**config.mk**
```make
export PLATFORM = sky130hd
export DESIGN_NAME = lsu_mem_ctrl
export DESIGN_NICKNAME = d
export VERILOG_FILES = /design/src/rtl/lsu_mem_ctrl.sv
export SDC_FILE = /design/constraint.sdc
export NUM_CORES = 1
export LEC_CHECK = 0
export CAP_MARGIN = 0
export CORE_UTILIZATION = 38
export DETAILED_ROUTE_END_ITERATION = 16
export HOLD_SLACK_MARGIN = 0.03
export MAX_ROUTING_LAYER = met4
export PLACE_DENSITY = 0.71
export SLEW_MARGIN = 5
export SYNTH_ARGS = -nofsm -noshare
export SYNTH_HDL_FRONTEND = slang
export SYNTH_SLANG_ARGS = --single-unit
```
**constraint.sdc**
```tcl
create_clock -name clk -period 5.4 [get_ports clk]
set_input_delay 1.62 -clock clk [delete_from_list [all_inputs] [get_ports clk]]
set_output_delay 1.62 -clock clk [all_outputs]
set_load 0.05 [all_outputs]
```
**src/rtl/lsu_mem_ctrl.sv**
```systemverilog
// Execute-stage load/store controller: decodes, aligns and issues one
// memory access at a time over a valid/grant + read-response channel.
module lsu_mem_ctrl #(
  parameter int XLEN = 32,
  localparam int NB = XLEN / 8
) (
  input  logic            clk,
  input  logic            rst,
  input  logic            req_valid,
  input  logic [6:0]      opcode_E,
  input  logic [2:0]      fun3_E,
  input  logic [XLEN-1:0] addr,
  input  logic [XLEN-1:0] wdata,
  output logic            stall,
  output logic            load_valid,
  output logic [XLEN-1:0] load_data,
  output logic            fault,
  output logic [1:0]      fault_cause,
  output logic            mem_req,
  output logic            mem_we,
  output logic [XLEN-1:0] mem_addr,
  output logic [NB-1:0]   mem_mask,
  output logic [XLEN-1:0] mem_wdata,
  input  logic            mem_gnt,
  input  logic            mem_rvalid,
  input  logic [XLEN-1:0] mem_rdata
);

  localparam int OW = $clog2(NB);
  localparam bit IS64 = (XLEN == 64);

  typedef enum logic [1:0] {IDLE, REQ, WAIT, DONE} state_t;

  state_t          state_q, state_d;
  logic [XLEN-1:0] addr_q, addr_d;
  logic [XLEN-1:0] wdata_q, wdata_d;
  logic [XLEN-1:0] ldata_q, ldata_d;
  logic [NB-1:0]   mask_q, mask_d;
  logic [2:0]      fun3_q, fun3_d;
  logic [OW-1:0]   off_q, off_d;
  logic            we_q, we_d;
  logic            req_q, req_d;

  logic            is_ld, is_st, legal, misal;
  logic            req_ok, accept, bad;
  logic [OW-1:0]   off;
  logic [1:0]      sz;
  logic [NB-1:0]   bmask;
  logic [XLEN-1:0] sdata, shr, lmask, ext;
  logic            sgn;

  function automatic logic [XLEN-1:0] size_mask(input logic [1:0] s);
    unique case (s)
      2'd0:    return XLEN'(64'hFF);
      2'd1:    return XLEN'(64'hFFFF);
      2'd2:    return XLEN'(64'hFFFF_FFFF);
      default: return '1;
    endcase
  endfunction

  // Decode and legality of the instruction presented in IDLE
  always_comb begin
    is_ld = (opcode_E == 7'b0000011);
    is_st = (opcode_E == 7'b0100011);
    off   = addr[OW-1:0];
    sz    = fun3_E[1:0];
    legal = 1'b0;
    if (is_ld)
      legal = (fun3_E != 3'b111) &&
              (IS64 || (fun3_E != 3'b011 && fun3_E != 3'b110));
    if (is_st)
      legal = !fun3_E[2] && (IS64 || sz != 2'b11);
    unique case (sz)
      2'd0:    misal = 1'b0;
      2'd1:    misal = off[0];
      2'd2:    misal = |off[1:0];
      default: misal = |off;
    endcase
    unique case (sz)
      2'd0:    bmask = NB'(1);
      2'd1:    bmask = NB'(3);
      2'd2:    bmask = NB'(15);
      default: bmask = '1;
    endcase
    sdata  = (wdata & size_mask(sz)) << {off, 3'b000};
    req_ok = req_valid && (is_ld || is_st) && (state_q == IDLE);
    bad    = req_ok && (!legal || misal);
    accept = req_ok && legal && !misal;
  end

  // Load extraction from the registered lane offset and size
  always_comb begin
    shr   = mem_rdata >> {off_q, 3'b000};
    lmask = size_mask(fun3_q[1:0]);
    unique case (fun3_q[1:0])
      2'd0:    sgn = shr[7];
      2'd1:    sgn = shr[15];
      2'd2:    sgn = shr[31];
      default: sgn = shr[XLEN-1];
    endcase
    ext = (shr & lmask) | ((!fun3_q[2] && sgn) ? ~lmask : '0);
  end

  always_ff @(posedge clk or posedge rst) begin
    if (rst) begin
      state_q <= IDLE;
      addr_q  <= '0;
      wdata_q <= '0;
      ldata_q <= '0;
      mask_q  <= '0;
      fun3_q  <= '0;
      off_q   <= '0;
      we_q    <= 1'b0;
      req_q   <= 1'b0;
    end else begin
      state_q <= state_d;
      addr_q  <= addr_d;
      wdata_q <= wdata_d;
      ldata_q <= ldata_d;
      mask_q  <= mask_d;
      fun3_q  <= fun3_d;
      off_q   <= off_d;
      we_q    <= we_d;
      req_q   <= req_d;
    end
  end

  always_comb begin
    state_d = state_q;
    addr_d  = addr_q;
    wdata_d = wdata_q;
    ldata_d = ldata_q;
    mask_d  = mask_q;
    fun3_d  = fun3_q;
    off_d   = off_q;
    we_d    = we_q;
    req_d   = req_q;
    unique case (state_q)
      IDLE: begin
        if (accept) begin
          state_d = REQ;
          req_d   = 1'b1;
          we_d    = is_st;
          addr_d  = {addr[XLEN-1:OW], OW'(0)};
          mask_d  = bmask << off;
          wdata_d = sdata;
          fun3_d  = fun3_E;
          off_d   = off;
        end
      end
      REQ: begin
        if (mem_gnt) begin
          req_d   = 1'b0;
          state_d = we_q ? DONE : WAIT;
        end
      end
      WAIT: begin
        if (mem_rvalid) begin
          ldata_d = ext;
          state_d = DONE;
        end
      end
      DONE: state_d = IDLE;
    endcase
  end

  always_comb begin
    stall       = accept || (state_q == REQ) || (state_q == WAIT);
    fault       = bad;
    fault_cause = 2'b00;
    if (bad)
      fault_cause = !legal ? 2'b11 : (is_st ? 2'b10 : 2'b01);
    load_valid  = (state_q == DONE) && !we_q;
  end

  assign load_data = ldata_q;
  assign mem_req   = req_q;
  assign mem_we    = we_q;
  assign mem_addr  = addr_q;
  assign mem_mask  = mask_q;
  assign mem_wdata = wdata_q;

endmodule
```
==> summary.txt, run 1 <==
Worst setup path
  – Start point of the critical path: fun3_E[0]
  – Crit path kind: primary input to primary output
  – FF-to-FF setup slack: 2.52 ns
  – Maximum fanout count along the critical path: 9
  – R2R depth: 7
  – Worst EP required: 3.78 ns
  – Startpoint Class: primary input
  – Crit path capture type: primary output
  – Reg2Reg Launch Point: state_q[0]$_DFFE_PP0P_
  – Worst Setup EP: fault_cause[0]
  – Worst reg2reg endpoint: fun3_q[2]$_DFFE_PP0P_
  – Critical Path AT: 3.23 ns

Floorplan
  – IO Pins: 218
  – Full die area: 15000 um^2
  – Std cell rows: 43
  – Die height: 122 um
  – Die W: 122 um
  – Initial Util: 39.3%
  – Core area: 14000 um^2

Global route
  – First-pass GRT wire length: 25200 um
  – GR Util All Layers: 22.8%
  – Vias in the first global route: 4728
  – Initial antenna violation count: 0
  – Pin count of the biggest net entering global routing: 84
  – Grt total ovfl: 0

Clock network
  – TritonCTS buffer count: 9
  – CTS sink count: 107
  – Post-CTS Setup Bufs: 0
  – Post-CTS Resized: 0
  – Clock-pin slew on the worst setup and hold paths: 0.07 ns
  – CTS Root Cell: clkbuf_16
  – Clk buf depth: 2
  – Post-CTS Hold Fix Bufs: 0
  – H-tree levels: 3
  – Skew-Pair Late Insertion Delay: 0.35 ns
  – Clock tree from TritonCTS: built

Place
  – RePlAce Congestion: 0.913
  – Placed Area: 7750 um^2
  – Placed insts: 867
  – Detailed placer's ending HPWL: 11900 um
  – Port Buffer Count: 215

Synth
  – Most frequent cells after synthesis: dfrtp_1 (107), nand2_1 (59), o21ai_0 (45), mux2i_1 (24), o22a_1 (24)
  – Most frequent cell after synthesis: dfrtp_1
  – EDFF count, synth: 0
  – Synth Register Bits: 107
  – Top_reg_cell synth: dfrtp_1
  – Share of synthesized registers carrying an async set or reset: 100%
  – Seq/Total Area, Yosys: 48.7%
  – Syn Std Cell Area: 5500 um^2
  – Synth Warn #: 0
  – Netlist cell types: 45
  – Synth area leaders: dfrtp_1 (49%), mux2_4 (6.3%), mux2_2 (4.5%)
  – Cell taking the most area after synthesis: dfrtp_1
  – Mapped Cells: 505
  – Syn Area/Cell: 10.9 um^2
  – Top cell type's share of synthesized area: 48.7%

Route
  – Post-route ant nets: 0
  – Vias: 4707
  – WL/cell: 18.5 um
  – Drt first-iter violations: 251
  – Drt pass-1 iters: 5
  – Via/cell ratio: 5.33
  – Remaining DRCs: 0
  – Final WL: 16400 um

Power
  – LEAKAGE: 3.44 nW
  – Clock share of power: 22.3%
  – Switch Pwr: 1.24 mW
  – Tot Pwr: 3.08 mW
  – PwrDens: 383 nW/um^2
  – Comb power frac: 43.9%
  – Sequential share of power: 33.8%
  – Sw Ratio: 40.2%
  – Peak supply drop: 0.000199 V
  – Internal power: 1.85 mW

Layout
  – P&R area growth vs syn: 46.5%
  – Layout Nets: 814
  – Reg area: 2680 um^2
  – N_diodes: 0
  – Multi-input gate area in the final layout: 2540 um^2
  – Non-filler cells, final: 883
  – Design area: 8060 um^2
  – Layout cell share with drive strength beyond 1: 11.9%
  – Layout fillers: 1206

STA
  – Fin. Hold Viols: 0
  – Final setup vio count: 0
  – Slew Viols, Final: 0
  – RSZ-0062 raised after global routing: no
  – Normalized max-slew margin: 29.0%
  – Tcrit/Tclk final: 89.8%
  – Worst Tran Pin Value: 1.07 ns
  – Setup TNS: 0 ns
  – Tmin final: 4.85 ns
  – Final clock skew: 0.00925 ns
  – Fmax: 206 MHz
  – Worst hold-check slack: 0.481 ns

Min path
  – Hold Path Class: flop to flop

Run
  – Total of max-cap violations: 0

Run status
  – Status: complete, no violations
[flip-flops by register name, summed over array words and instances, names as in the netlist]
signal     count
mem_wdata     32
fun3_q         3
load_data     32
mem_we         1
off_q          2
mem_req        1
mem_addr      30
state_q        2
mem_mask       4
[worst max-delay path: stages]
cell             delay [ns]
clkdlybuf4s50_1        0.69
a221oi_2               0.18
nor2_1                 0.11
nand3_1                0.11
a31oi_1                0.33
buf_12                 0.19
[cell type report]
class / count / share of cell area (%)
inverter: 18 / 0.869
tap: 180 / 2.79
multi-input combinational: 339 / 31.6
timing repair buffer: 223 / 27.7
sequential: 107 / 33.2
clock inverter: 7 / 1.06
clock buffer: 9 / 2.79
[power groups by stage]
| stage | Sequential, mW | Combinational, mW | Clock, mW |
|---|---|---|---|
| final | 1.04 | 1.35 | 0.687 |
| after global routing | 1.06 | 1.43 | 0.742 |
| after CTS | 1.04 | 1.36 | 0.709 |
| after detailed placement | 1.06 | 1.36 | 0 |
| after global placement | 1.05 | 1.34 | 0 |
| after floorplan | 1.53 | 0.379 | 0 |
[metal layers]
metal / routed length [um] / track usage (%) / up-vias
met4: 354 / 7.70 / 0
met3: 1510 / 6.09 / 20
li1: - / - / 2188
met1: 6710 / 28.4 / 2272
met5: 0 / - / -
met2: 7770 / 35.8 / 227
[worst min path at each step]
| stage | from | to | slack (ns) | depth (start not counted) |
|---|---|---|---|---|
| floorplan | state_q[1]$_DFFE_PP0P_ | state_q[1]$_DFFE_PP0P_ | 0.56 | 1 |
| detailed placement | mem_wdata[8]$_DFFE_PP0P_ | mem_wdata[8]$_DFFE_PP0P_ | 0.47 | 2 |
| global route | mem_mask[2]$_DFFE_PP0P_ | mem_mask[2]$_DFFE_PP0P_ | 0.51 | 1 |
| global placement | mem_wdata[13]$_DFFE_PP0P_ | mem_wdata[13]$_DFFE_PP0P_ | 0.46 | 2 |
| finish | mem_wdata[8]$_DFFE_PP0P_ | mem_wdata[8]$_DFFE_PP0P_ | 0.48 | 2 |
| CTS | mem_wdata[8]$_DFFE_PP0P_ | mem_wdata[8]$_DFFE_PP0P_ | 0.48 | 2 |
[placed cells by master (no fill, tap or decap), drive strengths merged, types with 13 or more instances in the layout]
cell type | Yosys | routed
clkdlybuf4s50 | 0 | 210
dfrtp | 107 | 107
nand2 | 59 | 59
o21ai | 45 | 45
mux2 | 45 | 45
mux2i | 24 | 24
o22a | 24 | 24
inv | 18 | 21
nor2 | 19 | 19
nor2b | 18 | 18
buf | 23 | 13
[metrics by stage]
stage	util, %	setup WS, ns
5_1_grt	57.6	0.463
6_report	57.6	0.552
3_3_place_gp	55.4	0.544
2_1_floorplan	-	0.837
4_1_cts	57.6	0.543
3_5_place_dp	55.4	0.556
[logic make-up after synthesis]
| group | share of synthesized area (%) |
|---|---|
| AOI/OAI and AO/OA | 19.0 |
| and+or+nand+nor | 10.5 |
| DFF | 48.7 |
| muxes | 15.1 |
| buffers and inverters | 5.34 |
| adders and majority gates | 1.14 |
| other | 0.0681 |
| xor gates and xnor gates | 0.159 |
Note: power is estimated with default switching activity, not from simulation.
==> run 2: changes to the inputs <==
MAX_ROUTING_LAYER = not set   (was met4)
==> run 2 against run 1 <==
Cell count did not move. Count of clock-buffer cells in the layout did not move. Die area did not move. Non-clock buffer count did not move. Via count rose by 1.1%.
==> summary.txt, run 2 (synthesized netlist as in run 1, its figures left out) <==
Run status
  – Status: complete, no violations

STA
  – Fin. Hold Viols: 0 (unchanged)
  – Final setup vio count: 0 (unchanged)
  – Slew Viols, Final: 0 (unchanged)
  – Normalized max-slew margin: 29.9% (+0.94 points)
  – Setup TNS: 0 ns (unchanged)
  – Final clock skew: 0.00870 ns (-0.000552 ns)
  – Tcrit/Tclk final: 90.3% (+0.54 points)
  – Tmin final: 4.88 ns (+0.0294 ns)
  – RSZ-0062 raised after global routing: no
  – Worst Tran Pin Value: 1.05 ns (-0.0141 ns)
  – Fin worst setup slack: 0.523 ns (-0.0294 ns)
  – Fmax: 205 MHz (-0.60%)

Layout
  – P&R area growth vs syn: 46.5% (about the same)
  – Layout cell share with drive strength beyond 1: 11.9% (unchanged)
  – Layout Nets: 814 (unchanged)
  – Most frequent cells in the layout: clkdlybuf4s50_1 (210), dfrtp_1 (107), nand2_1 (59)
  – Most common cell after layout, fill and taps aside: clkdlybuf4s50_1
  – Non-filler cells, final: 883 (unchanged)
  – Core Util, Final: 57.6% (about the same)
  – N_diodes: 0 (unchanged)

Power
  – PwrDens: 382 nW/um^2 (about the same)
  – Tot Pwr: 3.08 mW (-0.12%)
  – LEAKAGE: 3.44 nW (-0.23%)
  – Peak supply drop: 0.000201 V (+0.77%)

Clock network
  – CTS Root Cell: clkbuf_16
  – Post-CTS Hold Fix Bufs: 0 (unchanged)
  – Skew-Pair Late Insertion Delay: 0.36 ns (about the same)
  – Clock-pin slew on the worst setup and hold paths: 0.08 ns (about the same)
  – H-tree levels: 3 (unchanged)
  – Clk buf depth: 2 (unchanged)
  – Clock tree from TritonCTS: built
  – Post-CTS Setup Bufs: 0 (unchanged)
  – TritonCTS buffer count: 9 (unchanged)
  – Post-CTS Resized: 0 (unchanged)
  – CTS sink count: 107 (unchanged)

Worst setup path
  – Crit path capture type: primary output
  – Worst EP required: 3.78 ns (about the same)
  – Startpoint Class: primary input
  – Crit path kind: primary input to primary output
  – Maximum fanout count along the critical path: 9 (unchanged)
  – Critical Path AT: 3.26 ns (+0.03 ns)

Global route
  – Pin count of the biggest net entering global routing: 84 (unchanged)
  – Initial antenna violation count: 0 (unchanged)
  – Vias in the first global route: 4900 (+3.6%)
  – First-pass GRT wire length: 25900 um (+2.8%)
  – Grt total ovfl: 0 (unchanged)
  – GR Util All Layers: 22.7% (-0.11 points)

Min path
  – Hold Path Class: flop to flop

Place
  – Placed insts: 867 (unchanged)
  – Port Buffer Count: 215 (unchanged)
  – RePlAce Congestion: 0.878 (-3.8%)
  – Detailed placer's ending HPWL: 11900 um (about the same)
  – Post-Place Worst Slack: 0.542 ns (-0.0136 ns)

Floorplan
  – Std cell rows: 43 (unchanged)
  – Initial Util: 39.3% (unchanged)
  – IO Pins: 218 (unchanged)
  – Die height: 122 um (unchanged)
  – Die W: 122 um (unchanged)
  – Full die area: 15000 um^2 (unchanged)
  – Core area: 14000 um^2 (unchanged)

Route
  – Drt first-iter violations: 213 (-15%)
  – Final WL: 16400 um (+0.18%)
  – Drt pass-1 iters: 4 (-1)
  – Vias: 4757 (+1.1%)
  – Via/cell ratio: 5.39 (+1.1%)
  – WL/cell: 18.6 um (+0.18%)
  – Post-route ant nets: 0 (unchanged)
  – Remaining DRCs: 0 (unchanged)

Run
  – Total of max-cap violations: 0 (unchanged)
==> run 2: cell types whose count changed in the layout (fill, tap and decap cells not counted), sizes merged <==
| cell | previous run | this run |
|---|---|---|
| clkinv | 3 | 1 |
| clkinvlp | 0 | 2 |
==> run 2: worst max-delay path: stages <==
cell and delay [ns]:
clkdlybuf4s50_1 0.71, a221oi_2 0.18, nor2_1 0.11, nand3_1 0.13, a31oi_1 0.33, buf_12 0.19
==> run 2: through the flow <==
stage | instance area (um^2) | hold slack, ns
floorplan | 5510 | 0.556
global placement | 7750 | 0.462
detailed placement | 7750 | 0.468
CTS | 8060 | 0.484
global route | 8060 | 0.506
finish | 8060 | 0.483
==> run 2: area by class of cell <==
cell class,count,area (um^2)
Fill cell,1235,5930
Clock inverter,7,82.6
Multi-Input combinational cell,339,2540
Sequential cell,107,2680
Tap cell,180,225
Clock buffer,9,225
Timing Repair Buffer,223,2230
Inverter,18,70.1
==> run 2: per-layer routing <==
metal  track usage (%)  vias up  wire, um  part of all wire, %
met5                 0        -         0                    0
met4              10.4        0       414                  2.5
met2              36.4      218      7630                   47
li1                  -     2187         -                    -
met3              7.39       29      1570                  9.6
met1              27.7     2323      6770                   41
==> run 2: worst paths after layout <==
kind | startpoint | slack (ns) | end | cells after the start
max in group asynchronous | rst | 2.72 | mem_wdata[11]$_DFFE_PP0P_ | 3
hold reg to reg | mem_wdata[14]$_DFFE_PP0P_ | 0.48 | mem_wdata[14]$_DFFE_PP0P_ | 2
setup reg to reg | state_q[1]$_DFFE_PP0P_ | 2.53 | fun3_q[2]$_DFFE_PP0P_ | 7
setup / recovery | fun3_E[0] | 0.52 | fault_cause[0] | 6
hold / removal | mem_wdata[14]$_DFFE_PP0P_ | 0.48 | mem_wdata[14]$_DFFE_PP0P_ | 2
min in group asynchronous | rst | 1.87 | load_data[5]$_DFFE_PP0P_ | 2
==> run 2: where the power goes <==
part	leakage, nW	total [mW]	switching (mW)	internal [mW]
sequential	1.40	1.04	0.0903	0.950
combinational	1.89	1.35	0.825	0.527
clock	0.145	0.689	0.322	0.367
==> run 3: changes to the inputs <==
CORE_UTILIZATION = 44   (was 38)
PLACE_DENSITY = 0.8   (was 0.71)
==> run 3 against run 2 <==
Register-to-register slack gained 0.10 ns. Via count decreased by 2.3%. Combinational power about the same. Cell count fell by 1.4%. Clock power fell by 2%. Power down 1.2%. First-iteration DRC count up 46%. Non-clock buffer count unchanged. Die area down 13%. Sequential cell count unchanged.
==> summary.txt, run 3 (synthesized netlist as in run 1, its figures left out) <==
STA
  – Final setup vio count: 0 (unchanged)
  – Normalized max-slew margin: 32.9% (+3.0 points)
  – Fin worst setup slack: 0.449 ns (-0.0742 ns)
  – Worst Tran Pin Value: 1.01 ns (-0.0449 ns)
  – Worst hold-check slack: 0.488 ns (+0.00484 ns)
  – Setup TNS: 0 ns (unchanged)
  – Slew Viols, Final: 0 (unchanged)
  – Final clock skew: 0.0108 ns (+0.00214 ns)
  – RSZ-0062 raised after global routing: no
  – Tmin final: 4.95 ns (+0.0742 ns)
  – Tcrit/Tclk final: 91.7% (+1.4 points)
  – Fin. Hold Viols: 0 (unchanged)
  – Fmax: 202 MHz (-1.5%)

Power
  – PwrDens: 379 nW/um^2 (-0.78%)
  – Switch Pwr: 1.21 mW (-2.3%)
  – Clock share of power: 22.1% (-0.3 points)
  – Tot Pwr: 3.04 mW (-1.2%)
  – Sequential share of power: 34.3% (+0.5 points)
  – Peak supply drop: 0.000153 V (-24%)
  – Comb power frac: 43.6% (-0.3 points)
  – Sw Ratio: 39.7% (-0.45 points)
  – LEAKAGE: 3.43 nW (about the same)
  – Internal power: 1.84 mW (-0.43%)

Worst setup path
  – Crit path capture type: primary output
  – R2R depth: 7 (unchanged)
  – FF-to-FF setup slack: 2.63 ns (+0.10 ns)
  – Worst EP required: 3.78 ns (about the same)
  – Maximum fanout count along the critical path: 9 (unchanged)
  – Startpoint Class: primary input
  – Worst reg2reg endpoint: fun3_q[2]$_DFFE_PP0P_
  – Reg2Reg Launch Point: state_q[1]$_DFFE_PP0P_
  – Crit path kind: primary input to primary output
  – Critical Path AT: 3.33 ns (+0.07 ns)

Route
  – Drt first-iter violations: 310 (+46%)
  – Vias: 4647 (-2.3%)
  – Post-route ant nets: 0 (unchanged)
  – WL/cell: 18.0 um (-2.9%)
  – Via/cell ratio: 5.34 (-0.97%)
  – Remaining DRCs: 0 (unchanged)
  – Drt pass-1 iters: 5 (+1)
  – Final WL: 15700 um (-4.2%)

Layout
  – P&R area growth vs syn: 45.9%
  – Layout fillers: 960 (-22%)
  – Most common cell after layout, fill and taps aside: clkdlybuf4s50_1
  – Layout Nets: 814 (unchanged)
  – Most frequent cells in the layout: clkdlybuf4s50_1 (210), dfrtp_1 (107), nand2_1 (59)
  – Core Util, Final: 66.3% (+8.7 points)
  – Layout cell share with drive strength beyond 1: 11.8% (-0.14 points)
  – N_diodes: 0 (unchanged)

Clock network
  – Clock-pin slew on the worst setup and hold paths: 0.07 ns (about the same)
  – Post-CTS Hold Fix Bufs: 0 (unchanged)
  – Clk buf depth: 2 (unchanged)
  – CTS Root Cell: clkbuf_16
  – CTS sink count: 107 (unchanged)
  – Clock tree from TritonCTS: built
  – Skew-Pair Late Insertion Delay: 0.35 ns (about the same)
  – Post-CTS Resized: 0 (unchanged)
  – TritonCTS buffer count: 9 (unchanged)
  – Post-CTS Setup Bufs: 0 (unchanged)
  – H-tree levels: 3 (unchanged)

Global route
  – Vias in the first global route: 4733 (-3.4%)
  – Pin count of the biggest net entering global routing: 92 (+9.5%)
  – GR Util All Layers: 24.3% (+1.6 points)
  – First-pass GRT wire length: 24500 um (-5.1%)
  – Grt total ovfl: 0 (unchanged)
  – Initial antenna violation count: 0 (unchanged)

Place
  – RePlAce Congestion: 0.865 (-1.5%)
  – Detailed placer's ending HPWL: 11500 um (-3.5%)
  – Port Buffer Count: 215 (unchanged)
  – Post-Place Worst Slack: 0.501 ns (-0.0415 ns)

Floorplan
  – Initial Util: 45.4% (+6.1 points)
  – Die height: 114 um (-7.0%)
  – Core area: 12100 um^2 (-13%)
  – Die W: 114 um (-7.0%)
  – Std cell rows: 40 (-7.0%)
  – IO Pins: 218 (unchanged)
  – Full die area: 13000 um^2 (-13%)

Min path
  – Hold Path Class: flop to flop
  – Hold_sp: mem_mask[3]$_DFFE_PP0P_
  – Hold Path End: mem_mask[3]$_DFFE_PP0P_
  – Hold depth: 2 (unchanged)

Run status
  – Status: complete, no violations

Run
  – Total of max-cap violations: 0 (unchanged)
[run 3: worst max-delay path by stage]
stage	start	cells after the start	end
4_1_cts	fun3_E[0]	6	fault_cause[1]
5_1_grt	fun3_E[0]	6	fault_cause[1]
6_report	fun3_E[0]	6	fault_cause[1]
2_1_floorplan	fun3_E[0]	6	stall
3_5_place_dp	fun3_E[0]	6	fault_cause[1]
3_3_place_gp	fun3_E[0]	6	fault_cause[0]
[run 3: layout make-up]
class	count	area (um^2)	share of cell area [%]
clock buffer	11	243	3.02
sequential	107	2680	33.4
tap	168	210	2.62
timing repair buffer	223	2220	27.7
inverter	18	70.1	0.873
multi-input combinational	339	2540	31.7
clock inverter	5	60.1	0.748
[run 3: metal layers]
layer  vias up  routed length, um  track usage [%]
met5         -                  0                0
li1       2192                  -                -
met4         0                216             7.53
met3        14               1430             7.49
met2       194               7560             41.3
met1      2247               6490             29.8
[run 3: worst max-delay path: stages]
cell and delay (ns):
clkdlybuf4s50_1 0.77, a221oi_2 0.20, nor2_1 0.13, nand3_1 0.12, a31oi_1 0.29, buf_12 0.19
[run 3: metrics by stage]
step	instance area, um^2	instances
2_1_floorplan	5510	506
6_report	8030	871
5_1_grt	8030	871
3_5_place_dp	7720	855
3_3_place_gp	7720	855
4_1_cts	8030	871
[run 3: power by group through the flow]
stage	clock [mW]	combinational (mW)	sequential, mW
final	0.674	1.33	1.04
after global routing	0.718	1.39	1.06
after CTS	0.686	1.33	1.04
after detailed placement	0	1.33	1.06
after global placement	0	1.31	1.05
after floorplan	0	0.379	1.53
